==> src/rtl/id_control_unit.sv <==
// ID-stage main control decoder and ID/EX control register with HALT drain sequencing.
// Optional feature: define ILLEGAL_TRAP_EN to enable the sticky illegal-opcode flag.
//
//  state     | meaning
//  ----------+-----------------------------------------------------------
//  ST_RUN    | normal decode and issue
//  ST_DRAIN  | HALT accepted, issuing bubbles while the pipe empties
//  ST_HALTED | pipeline drained, bubbles only until reset
module id_control_unit #(
    parameter int NB_INSTR     = 32,
    parameter int NB_ALU_OP    = 4,
    parameter int DRAIN_CYCLES = 3
) (
    input  logic                 i_clk,
    input  logic                 i_rst_n,
    input  logic [NB_INSTR-1:0]  i_instr,
    input  logic                 i_instr_valid,
    input  logic                 i_enable,
    input  logic                 i_stall,
    input  logic                 i_flush,
    output logic [NB_ALU_OP-1:0] o_alu_op,
    output logic                 o_alu_src,
    output logic [1:0]           o_reg_dst,
    output logic                 o_reg_write,
    output logic                 o_mem_read,
    output logic                 o_mem_write,
    output logic                 o_mem_to_reg,
    output logic [1:0]           o_mem_width,
    output logic                 o_mem_unsigned,
    output logic                 o_branch_eq,
    output logic                 o_branch_ne,
    output logic                 o_jump,
    output logic                 o_jump_reg,
    output logic                 o_link,
    output logic                 o_valid,
    output logic                 o_halted,
    output logic                 o_illegal
);

    localparam int CNT_W = (DRAIN_CYCLES > 1) ? $clog2(DRAIN_CYCLES) : 1;

    localparam logic [5:0] OP_RTYPE = 6'b000000;
    localparam logic [5:0] OP_LB    = 6'b100000;
    localparam logic [5:0] OP_LH    = 6'b100001;
    localparam logic [5:0] OP_LW    = 6'b100011;
    localparam logic [5:0] OP_LBU   = 6'b100100;
    localparam logic [5:0] OP_LHU   = 6'b100101;
    localparam logic [5:0] OP_LWU   = 6'b100111;
    localparam logic [5:0] OP_SB    = 6'b101000;
    localparam logic [5:0] OP_SH    = 6'b101001;
    localparam logic [5:0] OP_SW    = 6'b101011;
    localparam logic [5:0] OP_ADDI  = 6'b001000;
    localparam logic [5:0] OP_ADDIU = 6'b001001;
    localparam logic [5:0] OP_SLTI  = 6'b001010;
    localparam logic [5:0] OP_SLTIU = 6'b001011;
    localparam logic [5:0] OP_ANDI  = 6'b001100;
    localparam logic [5:0] OP_ORI   = 6'b001101;
    localparam logic [5:0] OP_XORI  = 6'b001110;
    localparam logic [5:0] OP_LUI   = 6'b001111;
    localparam logic [5:0] OP_BEQ   = 6'b000100;
    localparam logic [5:0] OP_BNE   = 6'b000101;
    localparam logic [5:0] OP_J     = 6'b000010;
    localparam logic [5:0] OP_JAL   = 6'b000011;
    localparam logic [5:0] OP_HALT  = 6'b111111;

    localparam logic [5:0] FN_JR    = 6'b001000;
    localparam logic [5:0] FN_JALR  = 6'b001001;

    localparam logic [NB_ALU_OP-1:0] ALU_ADD   = NB_ALU_OP'(4'b0000);
    localparam logic [NB_ALU_OP-1:0] ALU_ADDU  = NB_ALU_OP'(4'b0001);
    localparam logic [NB_ALU_OP-1:0] ALU_RTYPE = NB_ALU_OP'(4'b0010);
    localparam logic [NB_ALU_OP-1:0] ALU_AND   = NB_ALU_OP'(4'b0100);
    localparam logic [NB_ALU_OP-1:0] ALU_OR    = NB_ALU_OP'(4'b0101);
    localparam logic [NB_ALU_OP-1:0] ALU_BR    = NB_ALU_OP'(4'b0111);
    localparam logic [NB_ALU_OP-1:0] ALU_XOR   = NB_ALU_OP'(4'b1000);
    localparam logic [NB_ALU_OP-1:0] ALU_LUI   = NB_ALU_OP'(4'b1001);
    localparam logic [NB_ALU_OP-1:0] ALU_SLT   = NB_ALU_OP'(4'b1100);
    localparam logic [NB_ALU_OP-1:0] ALU_SLTU  = NB_ALU_OP'(4'b1101);

    localparam logic [1:0] DST_RT  = 2'b00;
    localparam logic [1:0] DST_RD  = 2'b01;
    localparam logic [1:0] DST_R31 = 2'b10;

    localparam logic [1:0] W_BYTE = 2'b00;
    localparam logic [1:0] W_HALF = 2'b01;
    localparam logic [1:0] W_WORD = 2'b11;

    typedef enum logic [1:0] {
        ST_RUN    = 2'b00,
        ST_DRAIN  = 2'b01,
        ST_HALTED = 2'b10
    } state_t;

    typedef struct packed {
        logic [NB_ALU_OP-1:0] alu_op;
        logic                 alu_src;
        logic [1:0]           reg_dst;
        logic                 reg_write;
        logic                 mem_read;
        logic                 mem_write;
        logic                 mem_to_reg;
        logic [1:0]           mem_width;
        logic                 mem_unsigned;
        logic                 branch_eq;
        logic                 branch_ne;
        logic                 jump;
        logic                 jump_reg;
        logic                 link;
        logic                 valid;
    } ctrl_t;

    state_t           state_q;
    logic [CNT_W-1:0] cnt_q;
    ctrl_t            ctrl_q;
    ctrl_t            ctrl_d;
    logic             halt_d;
    logic             illegal_d;
    logic [5:0]       opcode;
    logic [5:0]       funct;
    logic             accept;

    assign opcode = i_instr[NB_INSTR-1 -: 6];
    assign funct  = i_instr[5:0];
    assign accept = i_instr_valid && !i_flush && !i_stall;

    // Pure opcode decode; illegal opcodes and HALT both leave ctrl_d as a bubble.
    always_comb begin
        ctrl_d    = '0;
        halt_d    = 1'b0;
        illegal_d = 1'b0;
        case (opcode)
            OP_RTYPE: begin
                ctrl_d.alu_op    = ALU_RTYPE;
                ctrl_d.reg_dst   = DST_RD;
                ctrl_d.reg_write = 1'b1;
                ctrl_d.valid     = 1'b1;
                if (funct == FN_JR) begin
                    ctrl_d.jump_reg  = 1'b1;
                    ctrl_d.reg_write = 1'b0;
                end else if (funct == FN_JALR) begin
                    ctrl_d.jump_reg = 1'b1;
                    ctrl_d.link     = 1'b1;
                end
            end
            OP_LB, OP_LH, OP_LW, OP_LBU, OP_LHU, OP_LWU: begin
                ctrl_d.alu_op     = ALU_ADD;
                ctrl_d.alu_src    = 1'b1;
                ctrl_d.reg_dst    = DST_RT;
                ctrl_d.reg_write  = 1'b1;
                ctrl_d.mem_read   = 1'b1;
                ctrl_d.mem_to_reg = 1'b1;
                ctrl_d.valid      = 1'b1;
                ctrl_d.mem_unsigned = (opcode == OP_LBU) || (opcode == OP_LHU) || (opcode == OP_LWU);
                if ((opcode == OP_LB) || (opcode == OP_LBU)) begin
                    ctrl_d.mem_width = W_BYTE;
                end else if ((opcode == OP_LH) || (opcode == OP_LHU)) begin
                    ctrl_d.mem_width = W_HALF;
                end else begin
                    ctrl_d.mem_width = W_WORD;
                end
            end
            OP_SB, OP_SH, OP_SW: begin
                ctrl_d.alu_op    = ALU_ADD;
                ctrl_d.alu_src   = 1'b1;
                ctrl_d.mem_write = 1'b1;
                ctrl_d.valid     = 1'b1;
                if (opcode == OP_SB) begin
                    ctrl_d.mem_width = W_BYTE;
                end else if (opcode == OP_SH) begin
                    ctrl_d.mem_width = W_HALF;
                end else begin
                    ctrl_d.mem_width = W_WORD;
                end
            end
            OP_ADDI, OP_ADDIU, OP_SLTI, OP_SLTIU, OP_ANDI, OP_ORI, OP_XORI, OP_LUI: begin
                ctrl_d.alu_src   = 1'b1;
                ctrl_d.reg_dst   = DST_RT;
                ctrl_d.reg_write = 1'b1;
                ctrl_d.valid     = 1'b1;
                case (opcode)
                    OP_ADDIU: ctrl_d.alu_op = ALU_ADDU;
                    OP_SLTI:  ctrl_d.alu_op = ALU_SLT;
                    OP_SLTIU: ctrl_d.alu_op = ALU_SLTU;
                    OP_ANDI:  ctrl_d.alu_op = ALU_AND;
                    OP_ORI:   ctrl_d.alu_op = ALU_OR;
                    OP_XORI:  ctrl_d.alu_op = ALU_XOR;
                    OP_LUI:   ctrl_d.alu_op = ALU_LUI;
                    default:  ctrl_d.alu_op = ALU_ADD;
                endcase
            end
            OP_BEQ: begin
                ctrl_d.alu_op    = ALU_BR;
                ctrl_d.branch_eq = 1'b1;
                ctrl_d.valid     = 1'b1;
            end
            OP_BNE: begin
                ctrl_d.alu_op    = ALU_BR;
                ctrl_d.branch_ne = 1'b1;
                ctrl_d.valid     = 1'b1;
            end
            OP_J: begin
                ctrl_d.jump  = 1'b1;
                ctrl_d.valid = 1'b1;
            end
            OP_JAL: begin
                ctrl_d.jump      = 1'b1;
                ctrl_d.link      = 1'b1;
                ctrl_d.reg_write = 1'b1;
                ctrl_d.reg_dst   = DST_R31;
                ctrl_d.valid     = 1'b1;
            end
            OP_HALT: halt_d = 1'b1;
            default: illegal_d = 1'b1;
        endcase
    end

`ifdef ILLEGAL_TRAP_EN
    logic illegal_q;
`endif

    always_ff @(posedge i_clk or negedge i_rst_n) begin
        if (!i_rst_n) begin
            state_q   <= ST_RUN;
            cnt_q     <= '0;
            ctrl_q    <= '0;
`ifdef ILLEGAL_TRAP_EN
            illegal_q <= 1'b0;
`endif
        end else if (i_enable) begin
            case (state_q)
                ST_RUN: begin
                    ctrl_q <= '0;
                    if (accept) begin
                        if (halt_d) begin
                            state_q <= ST_DRAIN;
                            cnt_q   <= CNT_W'(DRAIN_CYCLES - 1);
                        end else begin
                            ctrl_q <= ctrl_d;
                        end
`ifdef ILLEGAL_TRAP_EN
                        if (illegal_d) begin
                            illegal_q <= 1'b1;
                        end
`endif
                    end
                end
                ST_DRAIN: begin
                    ctrl_q <= '0;
                    if (cnt_q == '0) begin
                        state_q <= ST_HALTED;
                    end else begin
                        cnt_q <= cnt_q - 1'b1;
                    end
                end
                ST_HALTED: ctrl_q <= '0;
                default: begin
                    ctrl_q  <= '0;
                    state_q <= ST_RUN;
                end
            endcase
        end
    end

`ifdef ILLEGAL_TRAP_EN
    assign o_illegal = illegal_q;
`else
    logic unused_illegal;
    assign unused_illegal = illegal_d;
    assign o_illegal      = 1'b0;
`endif

    // rs/rt/rd/shamt fields are consumed by other ID logic, not by the control decode.
    logic unused_instr;
    assign unused_instr = ^i_instr[NB_INSTR-7:6];

    assign o_alu_op       = ctrl_q.alu_op;
    assign o_alu_src      = ctrl_q.alu_src;
    assign o_reg_dst      = ctrl_q.reg_dst;
    assign o_reg_write    = ctrl_q.reg_write;
    assign o_mem_read     = ctrl_q.mem_read;
    assign o_mem_write    = ctrl_q.mem_write;
    assign o_mem_to_reg   = ctrl_q.mem_to_reg;
    assign o_mem_width    = ctrl_q.mem_width;
    assign o_mem_unsigned = ctrl_q.mem_unsigned;
    assign o_branch_eq    = ctrl_q.branch_eq;
    assign o_branch_ne    = ctrl_q.branch_ne;
    assign o_jump         = ctrl_q.jump;
    assign o_jump_reg     = ctrl_q.jump_reg;
    assign o_link         = ctrl_q.link;
    assign o_valid        = ctrl_q.valid;
    assign o_halted       = (state_q == ST_HALTED);

endmodule

==> config.mk <==
export PLATFORM = sky130hd
export DESIGN_NAME = id_control_unit
export DESIGN_NICKNAME = d
export VERILOG_FILES = /design/src/rtl/id_control_unit.sv
export SDC_FILE = /design/constraint.sdc
export NUM_CORES = 1
export LEC_CHECK = 0
export BUFFER_PORTS_ARGS = -buffer_cell sky130_fd_sc_hd__buf_2
export CORE_UTILIZATION = 44
export DETAILED_ROUTE_END_ITERATION = 7
export PLACE_DENSITY = 0.81
export SETUP_SLACK_MARGIN = 0.02
export SYNTH_ARGS = -nofsm -noshare
export SYNTH_HDL_FRONTEND = slang
export SYNTH_SLANG_ARGS = --single-unit
==> constraint.sdc <==
create_clock -name i_clk -period 2.04 [get_ports i_clk]
set_clock_uncertainty 0.15 [all_clocks]
set_input_delay 0.102 -clock i_clk [delete_from_list [all_inputs] [get_ports i_clk]]
set_output_delay 0.102 -clock i_clk [all_outputs]
set_load 0.05 [all_outputs]
**Word level (Yosys, flattened, before mapping)**

Cells that the tools add are included.

- Add/sub/neg operators: 1
- Equal/unequal tests: 30
- Mux-type cells: 34
- Bitwise logic cells: 1
- Reductions and logical operators: 22

Operator list:

| cell | count |
|---|---|
| == test 6 x 4 -> 1 bit (second input constant) | 10 |
| == test 6 bit (second input constant) | 10 |
| two-way mux 20 bit | 3 |
| case mux 4 bit (7 select lines) | 1 |
| two-way mux 2 bit | 11 |
| OR reduction 22 bit | 1 |
| OR reduction 17 bit | 1 |
| OR reduction 14 bit | 1 |
| two-way mux 1 bit | 13 |
| == test 6 x 2 -> 1 bit (second input constant) | 2 |
| == test 6 x 3 -> 1 bit (second input constant) | 2 |
| case mux 4 bit (3 select lines) | 1 |
| AND reduction 5 bit | 2 |
| case mux 3 bit (3 select lines) | 1 |
| inequality test 2 bit (second input constant) | 4 |
| case mux 2 bit (2 select lines) | 2 |
| OR reduction 8 bit | 1 |
| zero test 6 bit | 1 |
| case mux 2 bit (3 select lines) | 1 |
| OR reduction 6 bit | 1 |
| zero test 2 bit | 2 |
| logical OR 1 bit | 4 |
| OR reduction 2 bit | 2 |
| OR reduction 3 bit | 1 |
| 8 further kinds | 10 |

- Flip-flop bits (word level): 24
- Bits of input ports: 38
- Output and inout port bits: 22
- Logic and storage cells: 105

**Longest topological paths before layout**

- Word-level depth: 8
- Gate-level depth with buffers: 5
- Gate-level depth less buffers: 5

**Worst setup path before layout**

No wires, ideal clock.

- Path type: reg-to-reg
- From: reg state_q[0]
- To: reg cnt_q[0]
- Setup time: 118 ps
- Data arrival time: 1458 ps
- Required time: 1772 ps
- Setup slack: 314 ps
- Cell stages (with the launch flop): 5
- Clock period less this slack: 1726 ps
- Path through: dfrtp_1 or4b_4 nor4_2 nor3_1 a21o_1

- Cells in the longest elaborated chain, start to end: 3
- Elaborated cells on any way between the ends: 8
- Classes of those cells: eq/ne (4); mux (1); reduce/logical (3)

RTL lines:

| element | RTL line | text |
|---|---|---|
| start, declared | 112 | `state_t state_q;` |
| start signal, assigned | 223 | `state_q <= ST_RUN;` |
| start signal, assigned | 235 | `state_q <= ST_DRAIN;` |
| start signal, assigned | 250 | `state_q <= ST_HALTED;` |
| == test 2 x 1 -> 1 bit / zero test 2 bit (equally long branches) | 230 | `case (state_q)` |
| inequality test 2 bit (no source line) / nonzero test 2 bit (equally long branches) | -- |  |
| AND reduction 5 bit (no source line) | -- |  |
| end signal, assigned | 236 | `cnt_q <= CNT_W'(DRAIN_CYCLES - 1);` |
| end signal, assigned | 252 | `cnt_q <= cnt_q - 1'b1;` |
| end, declared | 113 | `logic [CNT_W-1:0] cnt_q;` |

Several ways; a longest one is shown, not always the timed one.
A chain may end at the register's enable or synchronous reset.

**Final worst setup path**

- From: in i_instr[4]
- To: reg ctrl_q (netlist bit o_jump_reg)

- Cells in the longest elaborated chain, start to end: 7
- Elaborated cells on any way between the ends: 8
- Classes of those cells: eq/ne (2); mux (6)

RTL lines:

| element | RTL line | text |
|---|---|---|
| start, declared | 16 | `input logic [NB_INSTR-1:0] i_instr,` |
| == test 6 x 4 -> 1 bit | 140 | `end else if (funct == FN_JALR) begin` |
| two-way mux 2 bit | 140 |  |
| two-way mux 1 bit (*) | 137 | `if (funct == FN_JR) begin` |
| two-way mux 1 bit (*) | 131 | `case (opcode)` |
| two-way mux 20 bit (*) | 234 | `if (halt_d) begin` |
| two-way mux 20 bit (*) | 233 | `if (accept) begin` |
| two-way mux 20 bit (*) | 230 |  |
| end signal, assigned | 238 | `ctrl_q <= ctrl_d;` |
| end, declared | 114 | `ctrl_t ctrl_q;` |

Every way passes the cells marked *; elsewhere a longest branch is shown, timed or not.

==> impl_metrics.ini <==
[status]
status = finished clean

[timing]
max_freq_mhz = 517.4
fin_ws_ns = 0.1072
setup_tns_ns = 0
slew_headroom = 0.6111
finalCritPeriodShare = 0.9474
finalSetupViolCount = 0
fin_crit_ns = 1.933
final_hold_viol_count = 0
tightestPinTransition_ns = 0.5827
slew_viol_final = 0
rsz0062_at_grt = no

[placement]
portBuffers = 38
place_congestion = 0.8858
place_ws_ns = 0.1966
dp_hpwl_um = 1870

[grt]
grtUsageMet1 = 0.2240
use_met3 = 0.06497
antenna_found_initial = 0
met2_usage = 0.3457
grt_pass1_wl_um = 3905
grt_use_total = 0.1907
grt-ovfl-total = 0
grt_max_degree = 24
grt.busiest_layer = met2
grt_pass1_vias = 915

[die]
start_util = 0.4735
coreArea_mm2 = 0.002500
io_pins = 60
core.rowCount = 18
die_h_um = 53.87
die_x_um = 53.87
die_area_mm2 = 0.002901

[routing]
drc = 0
wl_um = 2512
drt_iter0_drc = 23
wl_per_cell_um = 13.51
dr.pass1.iters = 4
vias_per_cell = 5.452
ant_nets = 0
via_count = 1014

[final_layout]
final_util = 0.6016
largest_reg_flops = 4
multi_input_area_um2 = 533.0
nFillCells = 208
regArea_um2 = 575.6
nets = 196
antenna_cells = 0
area_delta_synth_final_pct = 27.06
final_layout_size_suffix_gt1_frac = 0.3590

[worst_setup_path]
critPathRequiredTime_ns = 2.13
worstPathMaxFanout = 3
path_cells = dlygate4sd3_1 -> buf_2 -> or4_1 -> dlygate4sd3_1 -> o2bb2ai_1
crit_top_cell = dlygate4sd3_1
cp.arrival_ns = 2.02
cp_slowest_cell = dlygate4sd3_1
slowest_delay_ns = 0.60
end_kind = flip-flop
criticalPathCategory = in -> reg
startpoint_type = input port

[run]
cap_violations = 0

[cts]
cts_setup_buffers = 0
clock-root-buffer = clkbuf_4
numCtsBuffers = 3
clockBufferDepth = 2
cts_tree = yes
clk_pin_slew_ns = 0.13
clock_latency_ns = 0.30
htree_levels = 1
clock_sinks = 23

[yosys]
synth_ff_type = dfrtp_1
ys_top_cells_by_count = dfrtp_1 (23), nand2_1 (11), inv_1 (10), o2bb2ai_1 (6)
synth_top_area_frac = 0.4863
synth_top_cell_by_area = dfrtp_1
yosysSeqAreaShare = 0.4863
synth_cells = 109
synth_nets = 148
ys_warn_count = 0
synth.distinct_cells = 34
synth_edf_count = 0
synth_seq_cells = 23
synth-async-reset-ratio = 1.000
yosysMostFrequentCell = dfrtp_1
ys_top_cells_by_area = dfrtp_1 (49%), o2bb2ai_2 (6.3%), o2bb2ai_1 (4.4%), nand2_1 (3.5%), inv_1 (3.2%)
netlist_area_mm2 = 0.001184
postSynthAreaPerCell_um2 = 10.86

[power]
ir_drop_uv = 652.8
leakagePower_nw = 0.7557
p_per_area_mw_per_mm2 = 599.3

[hold_path]
hp-class = in -> reg
-- layout by cell type (no fill, tap or decap), drive strengths merged, types with 2 or more instances in the layout --
master	Yosys	layout
a21o	3	3
a21oi	2	2
a32o	2	2
buf	3	41
clkbuf	3	3
dfrtp	23	23
dlygate4sd3	0	8
inv	10	10
nand2	11	11
nand2b	4	4
nand3	7	7
nand4	2	2
nor2b	4	4
nor3	5	5
o21ai	5	5
o2bb2ai	11	11
-- per-stage QoR --
step / power [mW] / std cells / hold WS (ns) / instance area, µm²
finish: 0.9013 / 186 / 0.01451 / 1504
global route: 0.9505 / 186 / 0.01114 / 1504
CTS: 0.9127 / 186 / 0.004495 / 1504
detailed placement: 0.6929 / 174 / -0.04761 / 1396
global placement: 0.6780 / 174 / -0.05658 / 1396
floorplan: 0.6286 / 109 / -0.3436 / 1184
-- timing repair --
action | in CTS | in global routing
hold buffers | 8 | 0
gates resized for setup | 0 | 0
hold endpoints to repair | 33 | 0
-- cell families (layout without fill, tap and decap cells) --
group | Yosys count | after routing | synth area share
and+or+nand+nor | 37 | 37 | 0.2008
AOI/OAI and AO/OA | 30 | 30 | 0.2273
DFF | 23 | 23 | 0.4863
buffers and inverters | 16 | 63 | 0.06342
adders and majority gates | 1 | 1 | 0.01057
other | 1 | 1 | 0.003168
muxes | 1 | 1 | 0.008457
-- report_power, final --
part	internal (mW)	switching [mW]	total, mW
sequential	0.479	0.0127	0.492
clock	0.0732	0.137	0.210
combinational	0.0759	0.124	0.199
total	0.628	0.273	0.901
-- cell type report --
type	instances	share of cell area
Multi-Input combinational cell	70	0.3544
Inverter	10	0.02496
Clock inverter	1	0.003328
Sequential cell	23	0.3827
Clock buffer	3	0.01498
Tap cell	30	0.02496
Timing Repair Buffer	49	0.1947
-- worst max-delay path, delay by kind of cell --
family                 cells  cell delay, ns
AOI/OAI and AO/OA          1            0.14
and+or+nand+nor            1            0.53
buffers and inverters      3            1.26
-- final timing paths --
| path | startpoint | end | slack (ns) | depth (start not counted) |
|---|---|---|---|---|
| worst max-delay path | i_instr[4] | o_jump_reg | 0.11 | 5 |
| worst min-delay path | i_instr[0] | o_reg_write | 0.01 | 3 |
| worst max register to register | state_q[0] | o_link | 0.20 | 5 |
| worst min register to register | o_branch_ne | o_branch_ne | 0.35 | 1 |
| max in group asynchronous | i_rst_n | cnt_q[0] | 1.26 | 2 |
| min in group asynchronous | i_rst_n | o_mem_width[0] | 0.12 | 2 |
-- metal layers --
metal  wire length (µm)  vias up
li1                   -      496
met1               1093      491
met2               1275       27
met3                143        0
met4                  0        0
met5                  0        -
Note: power is estimated with default switching activity, not from simulation.
